File: src/rtl/dec_pkg.sv
// -----------------------------------------------------------------------------
// dec_pkg
// Shared definitions for the decoder reference-alignment path.
//   DEC_DATA_DEPTH : default data word width (must match dec_comparator)
//   dec_word_t     : one data word of DEC_DATA_DEPTH bits
//   sat_inc()      : saturating increment used by the statistics counters
// -----------------------------------------------------------------------------
package dec_pkg;

    localparam int DEC_DATA_DEPTH = 8;

    typedef logic [DEC_DATA_DEPTH-1:0] dec_word_t;

    // Saturating +1 on a value of up to 32 bits. The caller passes its own
    // all-ones ceiling so the same function serves any counter width <= 32.
    function automatic logic [31:0] sat_inc(input logic [31:0] value,
                                            input logic [31:0] max_value);
        return (value >= max_value) ? max_value : value + 32'd1;
    endfunction

endpackage : dec_pkg

File: src/rtl/dec_sync_fifo.sv
// -----------------------------------------------------------------------------
// dec_sync_fifo
// Single-clock circular FIFO with a separate occupancy counter.
// The head word is presented combinationally on rd_data (first-word
// fall-through), so a pop consumes the word visible in the same cycle.
//
// Ports:
//   clk      in   rising-edge clock
//   rst      in   synchronous active-high reset (pointers and level to 0)
//   flush    in   synchronous clear; overrides push and pop this cycle
//   push     in   write request; ignored while full
//   pop      in   read request; ignored while empty
//   wr_data  in   WIDTH  word to write
//   rd_data  out  WIDTH  head word (valid when !empty)
//   full     out  level == DEPTH
//   empty    out  level == 0
//   level    out  $clog2(DEPTH)+1  current occupancy
// -----------------------------------------------------------------------------
module dec_sync_fifo #(
    parameter int WIDTH = 8,
    parameter int DEPTH = 16
) (
    input  logic                     clk,
    input  logic                     rst,
    input  logic                     flush,
    input  logic                     push,
    input  logic                     pop,
    input  logic [WIDTH-1:0]         wr_data,
    output logic [WIDTH-1:0]         rd_data,
    output logic                     full,
    output logic                     empty,
    output logic [$clog2(DEPTH):0]   level
);

    localparam int AW = $clog2(DEPTH);
    localparam logic [AW:0] FULL_LEVEL = (AW+1)'(DEPTH);

    logic [WIDTH-1:0] mem [DEPTH];
    logic [AW-1:0]    wr_ptr;
    logic [AW-1:0]    rd_ptr;
    logic             do_push;
    logic             do_pop;

    assign full    = (level == FULL_LEVEL);
    assign empty   = (level == '0);
    assign do_push = push && !full  && !flush;
    assign do_pop  = pop  && !empty && !flush;
    assign rd_data = mem[rd_ptr];

    // NOTE: the storage array has no reset; stale words are unreachable
    // because level/pointers are reset, and leaving it out keeps it a plain RAM.
    always_ff @(posedge clk) begin
        if (do_push) begin
            mem[wr_ptr] <= wr_data;
        end
    end

    // NOTE: sequential state uses non-blocking assignments only, so every
    // register sees the pre-edge values of the others regardless of order.
    always_ff @(posedge clk) begin
        if (rst || flush) begin
            wr_ptr <= '0;
            rd_ptr <= '0;
            level  <= '0;
        end else begin
            // Pointers are exactly AW bits wide, so they wrap at DEPTH
            // for free (DEPTH is a power of two).
            if (do_push) wr_ptr <= wr_ptr + 1'b1;
            if (do_pop)  rd_ptr <= rd_ptr + 1'b1;
            case ({do_push, do_pop})
                2'b10:   level <= level + 1'b1;
                2'b01:   level <= level - 1'b1;
                default: level <= level;
            endcase
        end
    end

endmodule : dec_sync_fifo

File: src/rtl/dec_ref_aligner.sv
// -----------------------------------------------------------------------------
// dec_ref_aligner
// Latency-matching buffer in front of dec_comparator. Reference words taken
// at the encoder input are queued until the decoder emits the matching
// decoded word; the pair is then registered onto A (decoded) and B (reference)
// with cmp_valid high for one cycle. The comparator's isEqual verdict is
// folded back into saturating pair / mismatch counters.
//
// Optional build macro: DEC_ALIGN_FIRST_ERR_EN
//   When defined, the first mismatching A/B pair since rst is captured on
//   first_err_valid / first_err_A / first_err_B.
//
// Ports:
//   clk        in   rising-edge clock
//   rst        in   synchronous active-high reset
//   flush      in   clears the reference queue; counters and flags kept
//   ref_valid  in   reference word offered
//   ref_data   in   DATA_DEPTH reference word
//   ref_ready  out  queue can accept a reference word (not full)
//   dec_valid  in   decoded word present (no backpressure)
//   dec_data   in   DATA_DEPTH decoded word
//   A          out  DATA_DEPTH registered decoded word
//   B          out  DATA_DEPTH registered reference word
//   cmp_valid  out  A/B pair valid this cycle
//   isEqual    in   comparator verdict for the current A/B
//   level      out  queue occupancy
//   underflow  out  sticky: decoded word arrived with the queue empty
//   overflow   out  sticky: reference word offered while not ready
//   pair_cnt   out  CNT_W compared pairs (saturating)
//   err_cnt    out  CNT_W mismatching pairs (saturating)
// -----------------------------------------------------------------------------
module dec_ref_aligner
    import dec_pkg::*;
#(
    parameter int DATA_DEPTH = DEC_DATA_DEPTH,
    parameter int FIFO_DEPTH = 16,
    parameter int CNT_W      = 16
) (
    input  logic                          clk,
    input  logic                          rst,
    input  logic                          flush,
    input  logic                          ref_valid,
    input  logic [DATA_DEPTH-1:0]         ref_data,
    output logic                          ref_ready,
    input  logic                          dec_valid,
    input  logic [DATA_DEPTH-1:0]         dec_data,
    output logic [DATA_DEPTH-1:0]         A,
    output logic [DATA_DEPTH-1:0]         B,
    output logic                          cmp_valid,
    input  logic                          isEqual,
    output logic [$clog2(FIFO_DEPTH):0]   level,
    output logic                          underflow,
    output logic                          overflow,
    output logic [CNT_W-1:0]              pair_cnt,
    output logic [CNT_W-1:0]              err_cnt
`ifdef DEC_ALIGN_FIRST_ERR_EN
    ,
    output logic                          first_err_valid,
    output logic [DATA_DEPTH-1:0]         first_err_A,
    output logic [DATA_DEPTH-1:0]         first_err_B
`endif
);

    // Counters are stepped through the 32-bit sat_inc helper.
    localparam logic [31:0] CNT_MAX = 32'((64'd1 << CNT_W) - 64'd1);

    logic                  fifo_full;
    logic                  fifo_empty;
    logic [DATA_DEPTH-1:0] head;
    logic                  push;
    logic                  pop;
    logic                  ovf_event;
    logic                  unf_event;

    // flush swallows any push/pop in its cycle and never raises a flag.
    assign ref_ready = !fifo_full;
    assign push      = ref_valid && ref_ready && !flush;
    assign pop       = dec_valid && !fifo_empty && !flush;
    assign ovf_event = ref_valid && !ref_ready && !flush;
    // No bypass: a decoded word seen while empty is dropped even if a
    // reference word is being pushed in the same cycle.
    assign unf_event = dec_valid && fifo_empty && !flush;

    dec_sync_fifo #(
        .WIDTH (DATA_DEPTH),
        .DEPTH (FIFO_DEPTH)
    ) u_fifo (
        .clk     (clk),
        .rst     (rst),
        .flush   (flush),
        .push    (push),
        .pop     (pop),
        .wr_data (ref_data),
        .rd_data (head),
        .full    (fifo_full),
        .empty   (fifo_empty),
        .level   (level)
    );

    // Alignment register: one cycle from dec_valid to the A/B pair.
    always_ff @(posedge clk) begin
        if (rst) begin
            A         <= '0;
            B         <= '0;
            cmp_valid <= 1'b0;
        end else if (pop) begin
            A         <= dec_data;
            B         <= head;
            cmp_valid <= 1'b1;
        end else begin
            cmp_valid <= 1'b0;
        end
    end

    // Sticky error flags, cleared only by rst.
    always_ff @(posedge clk) begin
        if (rst) begin
            underflow <= 1'b0;
            overflow  <= 1'b0;
        end else begin
            if (unf_event) underflow <= 1'b1;
            if (ovf_event) overflow  <= 1'b1;
        end
    end

    // Statistics follow the comparator verdict for the pair currently on A/B;
    // flush does not touch them.
    always_ff @(posedge clk) begin
        if (rst) begin
            pair_cnt <= '0;
            err_cnt  <= '0;
        end else if (cmp_valid) begin
            pair_cnt <= CNT_W'(sat_inc(32'(pair_cnt), CNT_MAX));
            if (!isEqual) begin
                err_cnt <= CNT_W'(sat_inc(32'(err_cnt), CNT_MAX));
            end
        end
    end

`ifdef DEC_ALIGN_FIRST_ERR_EN
    // Captures only the first mismatch since rst, then freezes.
    always_ff @(posedge clk) begin
        if (rst) begin
            first_err_valid <= 1'b0;
            first_err_A     <= '0;
            first_err_B     <= '0;
        end else if (cmp_valid && !isEqual && !first_err_valid) begin
            first_err_valid <= 1'b1;
            first_err_A     <= A;
            first_err_B     <= B;
        end
    end
`endif

endmodule : dec_ref_aligner

File: config.mk
export PLATFORM = sky130hd
export DESIGN_NAME = dec_ref_aligner
export DESIGN_NICKNAME = d
export VERILOG_FILES = /design/src/rtl/dec_pkg.sv /design/src/rtl/dec_sync_fifo.sv /design/src/rtl/dec_ref_aligner.sv
export SDC_FILE = /design/constraint.sdc
export NUM_CORES = 1
export LEC_CHECK = 0
export ABC_CLOCK_PERIOD_IN_PS = 3800
export BUFFER_PORTS_ARGS = -buffer_cell sky130_fd_sc_hd__buf_2
export CAP_MARGIN = 10
export CORE_MARGIN = 2
export CORE_UTILIZATION = 53
export CTS_CLUSTER_SIZE = 30
export DETAILED_ROUTE_END_ITERATION = 8
export PLACE_DENSITY = 0.78
export REMOVE_ABC_BUFFERS = 1
export SLEW_MARGIN = 30
export SYNTH_ARGS = -nofsm -noshare
export SYNTH_HDL_FRONTEND = slang
export SYNTH_HIERARCHICAL = 1
export SYNTH_SLANG_ARGS = --single-unit
File: constraint.sdc
create_clock -name clk -period 3.8 [get_ports clk]
set_clock_uncertainty 0.15 [all_clocks]
set_input_delay 0 -clock clk [delete_from_list [all_inputs] [get_ports clk]]
set_output_delay 0 -clock clk [all_outputs]
set_load 0.05 [all_outputs]
## Word level (Yosys, flattened, before mapping)

Memory sizes are Yosys's and may differ from the RTL's. A register that Yosys moved wholly into a read port is not among the register bits.
Index checks and enable logic that the tools add are counted.

| storage, ports and cells | value |
|---|---|
| bits in registers | 56 |
| latch bits | 0 |
| RAM bits | 128 |
| bits in read-only memories | 0 |
| input bits | 22 |
| output and inout bits | 57 |
| word-level logic and storage cells | 47 |
| memories kept | 1 |

| cells by class | value |
|---|---|
| add/sub/neg operators | 6 |
| $mul | 0 |
| divide/modulo/power cells | 0 |
| order comparisons | 2 |
| eq/ne operators | 3 |
| shift operators | 0 |
| multiplexer cells | 6 |
| bitwise logic cells | 1 |
| reduce and logical (&&, ||, !) cells | 19 |

Memory list:

| memory | words | width | read ports | clocked after memory_dff | wr ports | RTL line | text |
|---|---|---|---|---|---|---|---|
| u_fifo.mem | 16 | 8 | 1 | 1 | 1 | dec_sync_fifo.sv:38 | `logic [WIDTH-1:0] mem [DEPTH];` |

Operators by type and width:

| kind | count |
|---|---|
| $add 16x1->16 const B | 2 |
| $ge 16x16->1 const B | 2 |
| $mux 16 | 2 |
| $logic_and 1x1->1 | 12 |
| $pmux 5 s2 | 1 |
| $add 4x1->4 const B | 2 |
| $add 5x1->5 const B | 1 |
| $eq 5x5->1 const B | 1 |
| $logic_not 5->1 | 1 |
| $sub 5x1->5 const B | 1 |
| $logic_not 1->1 | 3 |
| $mux 1 | 3 |
| $eq 2x1->1 const B | 1 |
| $eq 2x2->1 const B | 1 |
| $reduce_and 2->1 | 1 |
| $reduce_bool 2->1 | 1 |
| $logic_or 1x1->1 | 1 |
| $not 1->1 | 1 |

## Depth between registers and ports, before layout

Gate-level depths: netlist of the first run.

| depth | value |
|---|---|
| depth after elaboration | 8 |
| depth in mapped cells | 17 |
| mapped depth without buffers | 14 |

## Modules after synthesis

Netlist of the first run, hierarchy kept.

Modules (own cells, without submodules):

| module | instances | cells each | area an instance (um2) |
|---|---|---|---|
| dec_sync_fifo | 1 | 309 | 5965.7 |
| dec_ref_aligner | 1 | 263 | 2352.3 |

## Worst setup path after synthesis of the first run

OpenSTA, ideal clock, no wires.

| timing path | value |
|---|---|
| kind | reg2reg |
| start point | register u_fifo.level[1] |
| end point | register u_fifo.level[4] |
| library setup time | 0.072 ns |
| arrival time | 3.829 ns |
| required time | 3.578 ns |
| setup slack | -0.250 ns |
| stages on the path, launching flop included | 18 |
| buffers on the path | 3 |
| cells stage by stage | dfxtp_1 > clkbuf_1 > or4_4 > nor2_1 > inv_1 > nand3_1 > clkinv_1 > buf_2 > nor2b_1 > o21ai_2 > inv_1 > ha_1 > clkbuf_1 > xor2_1 > ha_1 > a221o_1 > a41oi_1 > mux2i_1 |

| on the way | value |
|---|---|
| word-level cells in the longest chain between the ends | 8 |
| elaborated cells on any way between the ends | 18 |
| those cells by class | 2 x add/sub; 3 x eq/ne; 1 x mux; 12 x reduce/logical |

Ends and longest elaborated chain:

| item | RTL line | text |
|---|---|---|
| start: declaration | dec_sync_fifo.sv:32 | `output logic [$clog2(DEPTH):0] level` |
| start signal: assignment | dec_sync_fifo.sv:71 | `2'b10: level <= level + 1'b1;` |
| start signal: assignment | dec_sync_fifo.sv:72 | `2'b01: level <= level - 1'b1;` |
| start signal: assignment | dec_sync_fifo.sv:73 | `default: level <= level;` |
| $logic_not 5->1 (*) | dec_sync_fifo.sv:45 | `assign empty = (level == '0);` |
| named net fifo_empty | dec_ref_aligner.sv:68 | `logic fifo_empty;` |
| $logic_not 1->1 (*) | dec_ref_aligner.sv:78 | `assign pop = dec_valid && !fifo_empty && !flush;` |
| $logic_and 1x1->1 (*) (2 in series) | dec_ref_aligner.sv:78 |  |
| named net pop | dec_ref_aligner.sv:71 | `logic pop;` |
| $logic_and 1x1->1 (*) (2 in series) | dec_sync_fifo.sv:47 | `assign do_pop = pop && !empty && !flush;` |
| named net u_fifo.do_pop | dec_sync_fifo.sv:42 | `logic do_pop;` |
| $eq 2x1->1 / $eq 2x2->1 (equally long branches) | dec_sync_fifo.sv:70 | `case ({do_push, do_pop})` |
| $pmux 5 s2 / $reduce_bool 2->1 (equally long branches) | n/a |  |

Mark *: on every way through the listed nets, which the timed path passes. The rest lies on a longest branch.
A chain may end at the register's enable or synchronous reset.

## Worst setup path after layout of the first run

| timing path | value |
|---|---|
| start point | register u_fifo.level[1] |
| end point | register u_fifo.level[3] |

| on the way | value |
|---|---|
| word-level cells in the longest chain between the ends | 8 |
| elaborated cells on any way between the ends | 18 |
| those cells by class | 2 x add/sub; 3 x eq/ne; 1 x mux; 12 x reduce/logical |

Ends and longest elaborated chain:

| item | RTL line | text |
|---|---|---|
| $eq 5x5->1 (*) | dec_sync_fifo.sv:44 | `assign full = (level == FULL_LEVEL);` |
| named net fifo_full | dec_ref_aligner.sv:67 | `logic fifo_full;` |
| $logic_not 1->1 (*) | dec_ref_aligner.sv:76 | `assign ref_ready = !fifo_full;` |
| $logic_and 1x1->1 (*) (2 in series) | dec_ref_aligner.sv:77 | `assign push = ref_valid && ref_ready && !flush;` |
| named net push | dec_ref_aligner.sv:70 | `logic push;` |
| $logic_and 1x1->1 (*) (2 in series) | dec_sync_fifo.sv:46 | `assign do_push = push && !full && !flush;` |
| $eq 2x1->1 / $eq 2x2->1 (equally long branches) | dec_sync_fifo.sv:70 |  |
| $pmux 5 s2 / $reduce_bool 2->1 (equally long branches) | n/a |  |

Marks and branches as above.

==> impl_metrics.toml, run 1 <==
[die]
core_sq_um = 15300
rows = 45
fp.dieW_um = 129
die-area_sq_um = 16700
initial_core_util_pct = 54.5
io_pins = 79
dieHeight_um = 129

[routing]
wl_mm = 16.8
route.met3.wl_um = 935
ant_nets = 0
top_layer = "met4"
drt_iter0_drc = 396
vias = 5209
met2_length_mm = 8.77
wl_met1_mm = 6.83
wl_per_cell_um = 18.5
drt-pass1-iter-count = 5
drc = 0
via_per_inst = 5.75

[finish]
nets = 714
area_growth_syn_to_layout_pct = 17.0
fin_util_pct = 63.8
diodes = 0
drive_above_1_share_pct = 22.6

[power]
totalPowerFinal_uw = 4030
power.share.sequential_pct = 56.4
intPower_uw = 3160
leakage_uw = 0.00345
switching_power_uw = 871
cellPowerDensity_nw_per_um2 = 414
power_frac_comb_pct = 2.4
p_sw_share_pct = 21.6
vdd_drop_max_v = 0.000392
pwr-share-clk_pct = 41.2

[worst_setup_path]
cp_num_buf_inv = 3
path_cells = "or4_4 -> nor2_1 -> inv_1 -> and3_1 -> nand2b_1 -> a21oi_1 -> inv_1 -> ha_1 -> or3_1 -> dlygate4sd3_1 -> o31ai_1"
cp_slowest_cell = "dlygate4sd3_1"
crit_family = "simple AND/OR/NAND/NOR gates"
cp-end-kind = "flip-flop"
critical_path.max_fanout = 10
cp-start-kind = "flip-flop"
worst_ep_arrival_time_ns = 3.74
max_stage_delay_ns = 0.57
crit_required_ns = 4.00
critPathKind = "reg -> reg"
critical_path.most_common_cell = "inv_1"

[timing]
period_minus_slack_ns = 3.54
finalMaxSlewViolations = 0
rsz0062_at_grt = "false"
hold_viol = 0
worstMarginPinSlew_ns = 0.839
setup_violations = 0
finalSetupTns_ns = 0
fmax_ghz = 0.282
slew_headroom_pct = 43.8
worst_hold_slack_ns = 0.307
final.period_utilization_pct = 93.2

[synthesis]
synthTopCellsByArea = "edfxtp_1 46%, dfxtp_1 16%, mux4_1 7.6%, mux4_2 4.3%, a21oi_1 2.3%"
synth_cell_type_count = 66
synth.avg_cell_area_sq_um = 14.5
synthFlopType = "edfxtp_1"
yosys_warnings = 6
synth_common_cells = "128 x edfxtp_1, 68 x dfxtp_1, 50 x nand2_1, 39 x a21oi_1, 39 x nor2_1"
ys_ff_latch = 196
synth_top_area_cell = "edfxtp_1"
synth-edff-count = 128
synth_top_area_share_pct = 46.2
async_flop_share_pct = 0
yosysMostFrequentCell = "edfxtp_1"
seq_area_frac_synth_pct = 62.6
netlist_area_sq_um = 8320
synthesis.instances = 572

[cts]
cts_tree = "built"
cts_buffers = 17
clock-root-buffer = "clkbuf_16"
postCtsSetupBuffers = 0
clk_pin_slew_ns = 0.07
ctsHtreeMaxLevel = 4
cts-resized-gates = 0
clock_latency_ns = 0.44
hold_buffers = 34
cts.sinks = 196
cts_buffer_depth = 2

[global_route]
grt.overflow.total = 0
grt_pass1_vias = 5153
antenna_found_initial = 0
grt_start_max_net_pins = 41
grtUsageTotal_pct = 21.1
grt_pass1_wl_mm = 26.7

[placed_design]
dp_hpwl_mm = 10.9
gp_congestion = 0.871
port_buffers = 78

[hold_path]
hold_class = "reg -> reg"

[run_status]
status = "finished clean"

[run]
cap_violations = 0
[path summary, 6_finish.rpt]
path / start / to / slack (ns) / cells after the start
hold / removal: B[5]$_SDFFE_PP0P_ / B[5]$_SDFFE_PP0P_ / 0.31 / 2
setup reg to reg: u_fifo/level[1]$_SDFFE_PP0P_ / u_fifo/level[3]$_SDFFE_PP0P_ / 0.26 / 11
setup / recovery: u_fifo/level[1]$_SDFFE_PP0P_ / u_fifo/level[3]$_SDFFE_PP0P_ / 0.26 / 11
hold reg to reg: B[5]$_SDFFE_PP0P_ / B[5]$_SDFFE_PP0P_ / 0.31 / 2
[state kept, by name, summed over array words and instances (netlist names), named ones only]
signal and cells:
A 8, err_cnt 16, cmp_valid 1, u_fifo/mem 128
underflow 1, u_fifo/wr_ptr 4, u_fifo/level 5, pair_cnt 16
B 8, overflow 1, u_fifo/rd_ptr 4
[power groups by stage]
stage                     Combinational [uW]  Sequential [uW]  Clock [uW]
after floorplan                         20.4             2330           0
after detailed placement                77.0             2320           0
after CTS                               97.8             2270        1690
after global routing                     108             2270        1770
final                                   98.7             2270        1660
after global placement                  72.0             2320           0
[per-stage QoR]
step | worst slack [ns] | instance area, sq um | std cells
after floorplan | -0.362 | 8120 | 542
after global placement | 0.497 | 8840 | 840
after detailed placement | 0.368 | 8840 | 840
after CTS | 0.302 | 9740 | 906
after global routing | 0.0179 | 9740 | 906
final | 0.259 | 9740 | 906
[tightest hold or removal path: stages, from the launching register on]
cell     delay (ns)
dfxtp_1        0.31
nand2_1        0.05
a21oi_1        0.05
[layer usage]
| metal | vias to the layer above | global-route usage, % |
|---|---|---|
| met5 | - | 0 |
| li1 | 2424 | - |
| met1 | 2567 | 25.4 |
| met4 | 0 | 7.10 |
| met2 | 189 | 38.1 |
| met3 | 29 | 4.13 |
[placed cells by master (no fill, tap or decap), drive strengths merged, types with 9 or more instances in the layout]
cell type / instances
xor2: 12
nor2: 39
dfxtp: 68
clkbuf: 17
clkinv: 10
dlygate4sd3: 34
ha: 10
nand2: 51
nor4: 9
a21oi: 40
inv: 19
xnor2: 13
mux4: 40
buf: 87
nand3: 16
edfxtp: 128
nor3: 17
[layout make-up]
class	instances	area (sq um)
clock buffer	17	425
tap	211	264
multi-input combinational	330	2860
timing repair buffer	121	798
inverter	16	60.1
fill	1070	5520
clock inverter	15	125
sequential	196	5200
[kinds of logic (layout without fill, tap and decap cells)]
group / count (synthesis) / in the layout / synth area share (%)
AND/OR/NAND/NOR: 172 / 172 / 11.7
flip-flops: 196 / 196 / 62.6
XOR/XNOR: 25 / 25 / 2.63
multiplexers: 46 / 46 / 12.6
buffers and inverters: 46 / 169 / 3.07
AO/OA/AOI/OAI: 77 / 77 / 5.90
adder cells (fa/ha/maj): 10 / 10 / 1.50
No activity file was read; power rests on OpenSTA's default activity.
==> inputs of run 2 (changes only) <==
ABC_CLOCK_PERIOD_IN_PS = 3500   (was 3800)
CORE_UTILIZATION = 59   (was 53)
PLACE_DENSITY = 0.82   (was 0.78)
clock period = 3.5 ns   (was 3.8 ns; I/O delays follow)
==> run 2 against run 1 <==
Effect of this change:
- non-clock buffer count is 2 higher
- highest routed layer unchanged
- maximum frequency is 7.1% higher
- power is 12% higher
- global-route usage is 1.8 points higher
- via count is 1.2% higher
- worst hold slack worse by 0.085 ns
- clock power is 16% higher
- worst setup slack worse by 0.066 ns
- core utilization is 6.8 points higher
- first-iteration DRC count is 15% higher
==> impl_metrics.toml, run 2 (synthesis gave the netlist of run 1 again) <==
[worst_setup_path]
crit_required_ns = 3.72
regToRegEndpoint = "u_fifo/level[4]$_SDFFE_PP0P_"
worst_ep_arrival_time_ns = 3.52
r2r-start = "u_fifo/level[0]$_SDFFE_PP0P_"
cp-end-kind = "flip-flop"
r2r_setup_slack_ns = 0.19
cp-start-kind = "flip-flop"
critPathKind = "reg -> reg"
reg2regPathDepth = 14
critical_path.max_fanout = 6

[timing]
final.period_utilization_pct = 94.5
finalMaxSlewViolations = 0
hold_viol = 0
worstMarginPinSlew_ns = 0.794
worst_hold_slack_ns = 0.222
period_minus_slack_ns = 3.31
setup_violations = 0
fmax_ghz = 0.302
rsz0062_at_grt = "false"
worst_slack_ns = 0.193
slew_headroom_pct = 46.9

[power]
p_sw_share_pct = 21.7
power.share.sequential_pct = 54.9
switching_power_uw = 974
power_frac_comb_pct = 2.3
leakage_uw = 0.00349
cellPowerDensity_nw_per_um2 = 461
totalPowerFinal_uw = 4500
vdd_drop_max_v = 0.000585
pwr-share-clk_pct = 42.8
intPower_uw = 3520

[routing]
drt-pass1-iter-count = 5
via_per_inst = 6.01
drc = 0
vias = 5271
wl_mm = 16.6
ant_nets = 0
wl_per_cell_um = 18.9
drt_iter0_drc = 454

[cts]
ctsHtreeMaxLevel = 4
clock_latency_ns = 0.44
cts.sinks = 196
clock-root-buffer = "clkbuf_16"
cts_buffers = 17
cts_tree = "built"
clk_pin_slew_ns = 0.07
cts_buffer_depth = 2

[finish]
layout_common_cells = "128 x edfxtp_1, 78 x buf_2, 68 x dfxtp_1"
area_growth_syn_to_layout_pct = 17.3
nets = 716
seqCellArea_sq_um = 5200
drive_above_1_share_pct = 24.0
reg_top3 = "u_fifo/mem: 128 flops, err_cnt: 16 flops, pair_cnt: 16 flops"
fin_util_pct = 70.6
diodes = 0
multi_input_area_sq_um = 2870
fillers = 834
regMostFlops = "u_fifo/mem"
final_common_cell = "edfxtp_1"
largest_reg_flops = 128
fin_area_sq_um = 9760

[hold_path]
hp-start = "dec_data[7]"
hold_class = "in -> reg"
min_to = "A[7]$_SDFFE_PP0P_"
holdPathStages = 4

[die]
core_sq_um = 13800
dieHeight_um = 123
fp.dieW_um = 123
rows = 43
initial_core_util_pct = 60.2
die-area_sq_um = 15100
io_pins = 79

[global_route]
grt_start_max_net_pins = 41
grtUsageTotal_pct = 22.9
grt.overflow.total = 0
grt_pass1_wl_mm = 25.8
antenna_found_initial = 0
grt_pass1_vias = 4996

[run_status]
status = "finished clean"

[placed_design]
place_area_sq_um = 8840
pre_cts_slack_ns = 0.166
port_buffers = 78
gp_congestion = 0.834
dp_hpwl_mm = 11.0

[run]
cap_violations = 0
## run 2: cell count changes in the layout (fill, tap and decap cells not counted), sizes merged
cell	previous run	this run
dlygate4sd3	34	32
bufinv	0	1
clkinv	10	4
inv	19	24
buf	87	91
## run 2: worst max-delay path, stage by stage (launching register included)
cell and delay, ns:
dfxtp_1 0.37, or4_4 0.58, nor2_2 0.12, inv_1 0.05, nand3_1 0.10, clkinv_1 0.08, nor2b_1 0.15, o21ai_2 0.13
inv_1 0.09, ha_2 0.22, xor2_1 0.16, ha_1 0.23, a221o_1 0.36, a41oi_1 0.25, mux2i_1 0.20
## run 2: power by group through the flow
| stage | registers (uW) | clock network, uW | logic (uW) |
|---|---|---|---|
| 3_3_place_gp | 2520 | 0 | 77.3 |
| 5_1_grt | 2470 | 2040 | 115 |
| 6_report | 2470 | 1920 | 105 |
| 3_5_place_dp | 2520 | 0 | 83.3 |
| 2_1_floorplan | 2530 | 0 | 22.1 |
| 4_1_cts | 2470 | 1960 | 105 |
## run 2: how the worst max path moves through the flow
stage	start	endpoint	slack (ns)	cells past startpoint
after detailed placement	u_fifo/level[3]$_SDFFE_PP0P_	u_fifo/level[4]$_SDFFE_PP0P_	0.17	14
after floorplan	u_fifo/level[3]$_SDFFE_PP0P_	u_fifo/level[4]$_SDFFE_PP0P_	-0.66	14
after global placement	u_fifo/level[0]$_SDFFE_PP0P_	u_fifo/level[4]$_SDFFE_PP0P_	0.29	14
final	u_fifo/level[0]$_SDFFE_PP0P_	u_fifo/level[4]$_SDFFE_PP0P_	0.19	14
after CTS	u_fifo/level[0]$_SDFFE_PP0P_	u_fifo/level[4]$_SDFFE_PP0P_	0.13	14
after global routing	u_fifo/level[0]$_SDFFE_PP0P_	u_fifo/level[4]$_SDFFE_PP0P_	0.04	14
## run 2: per-layer routing
| layer | up-vias | part of all wire [%] | wire (um) | track usage (%) |
|---|---|---|---|---|
| li1 | 2434 | - | - | - |
| met1 | 2607 | 40 | 6690 | 28.4 |
| met2 | 203 | 52 | 8620 | 39.7 |
| met3 | 27 | 6.3 | 1050 | 5.48 |
| met4 | 0 | 1.4 | 237 | 7.33 |
| met5 | - | 0 | 0 | 0 |
## run 2: area by class of cell
type                            count  area share (%)
Sequential cell                   196            53.3
Tap cell                          180            2.31
Clock inverter                     15            1.68
Inverter                           16           0.615
Clock buffer                       17            4.36
Timing Repair Buffer              123            8.28
Multi-Input combinational cell    330            29.4
## run 2: through the flow
stage	setup TNS (ns)	instances
global route	0	877
floorplan	-1.60	542
CTS	0	877
detailed placement	0	813
finish	0	877
global placement	0	813
## run 2: timing repair
action,4_1_cts,5_1_grt
hold buffers,32,0
resized for setup,0,4
endpoints found under the hold margin,169,0
endpoints found under the setup margin,0,2
setup buffers,0,0
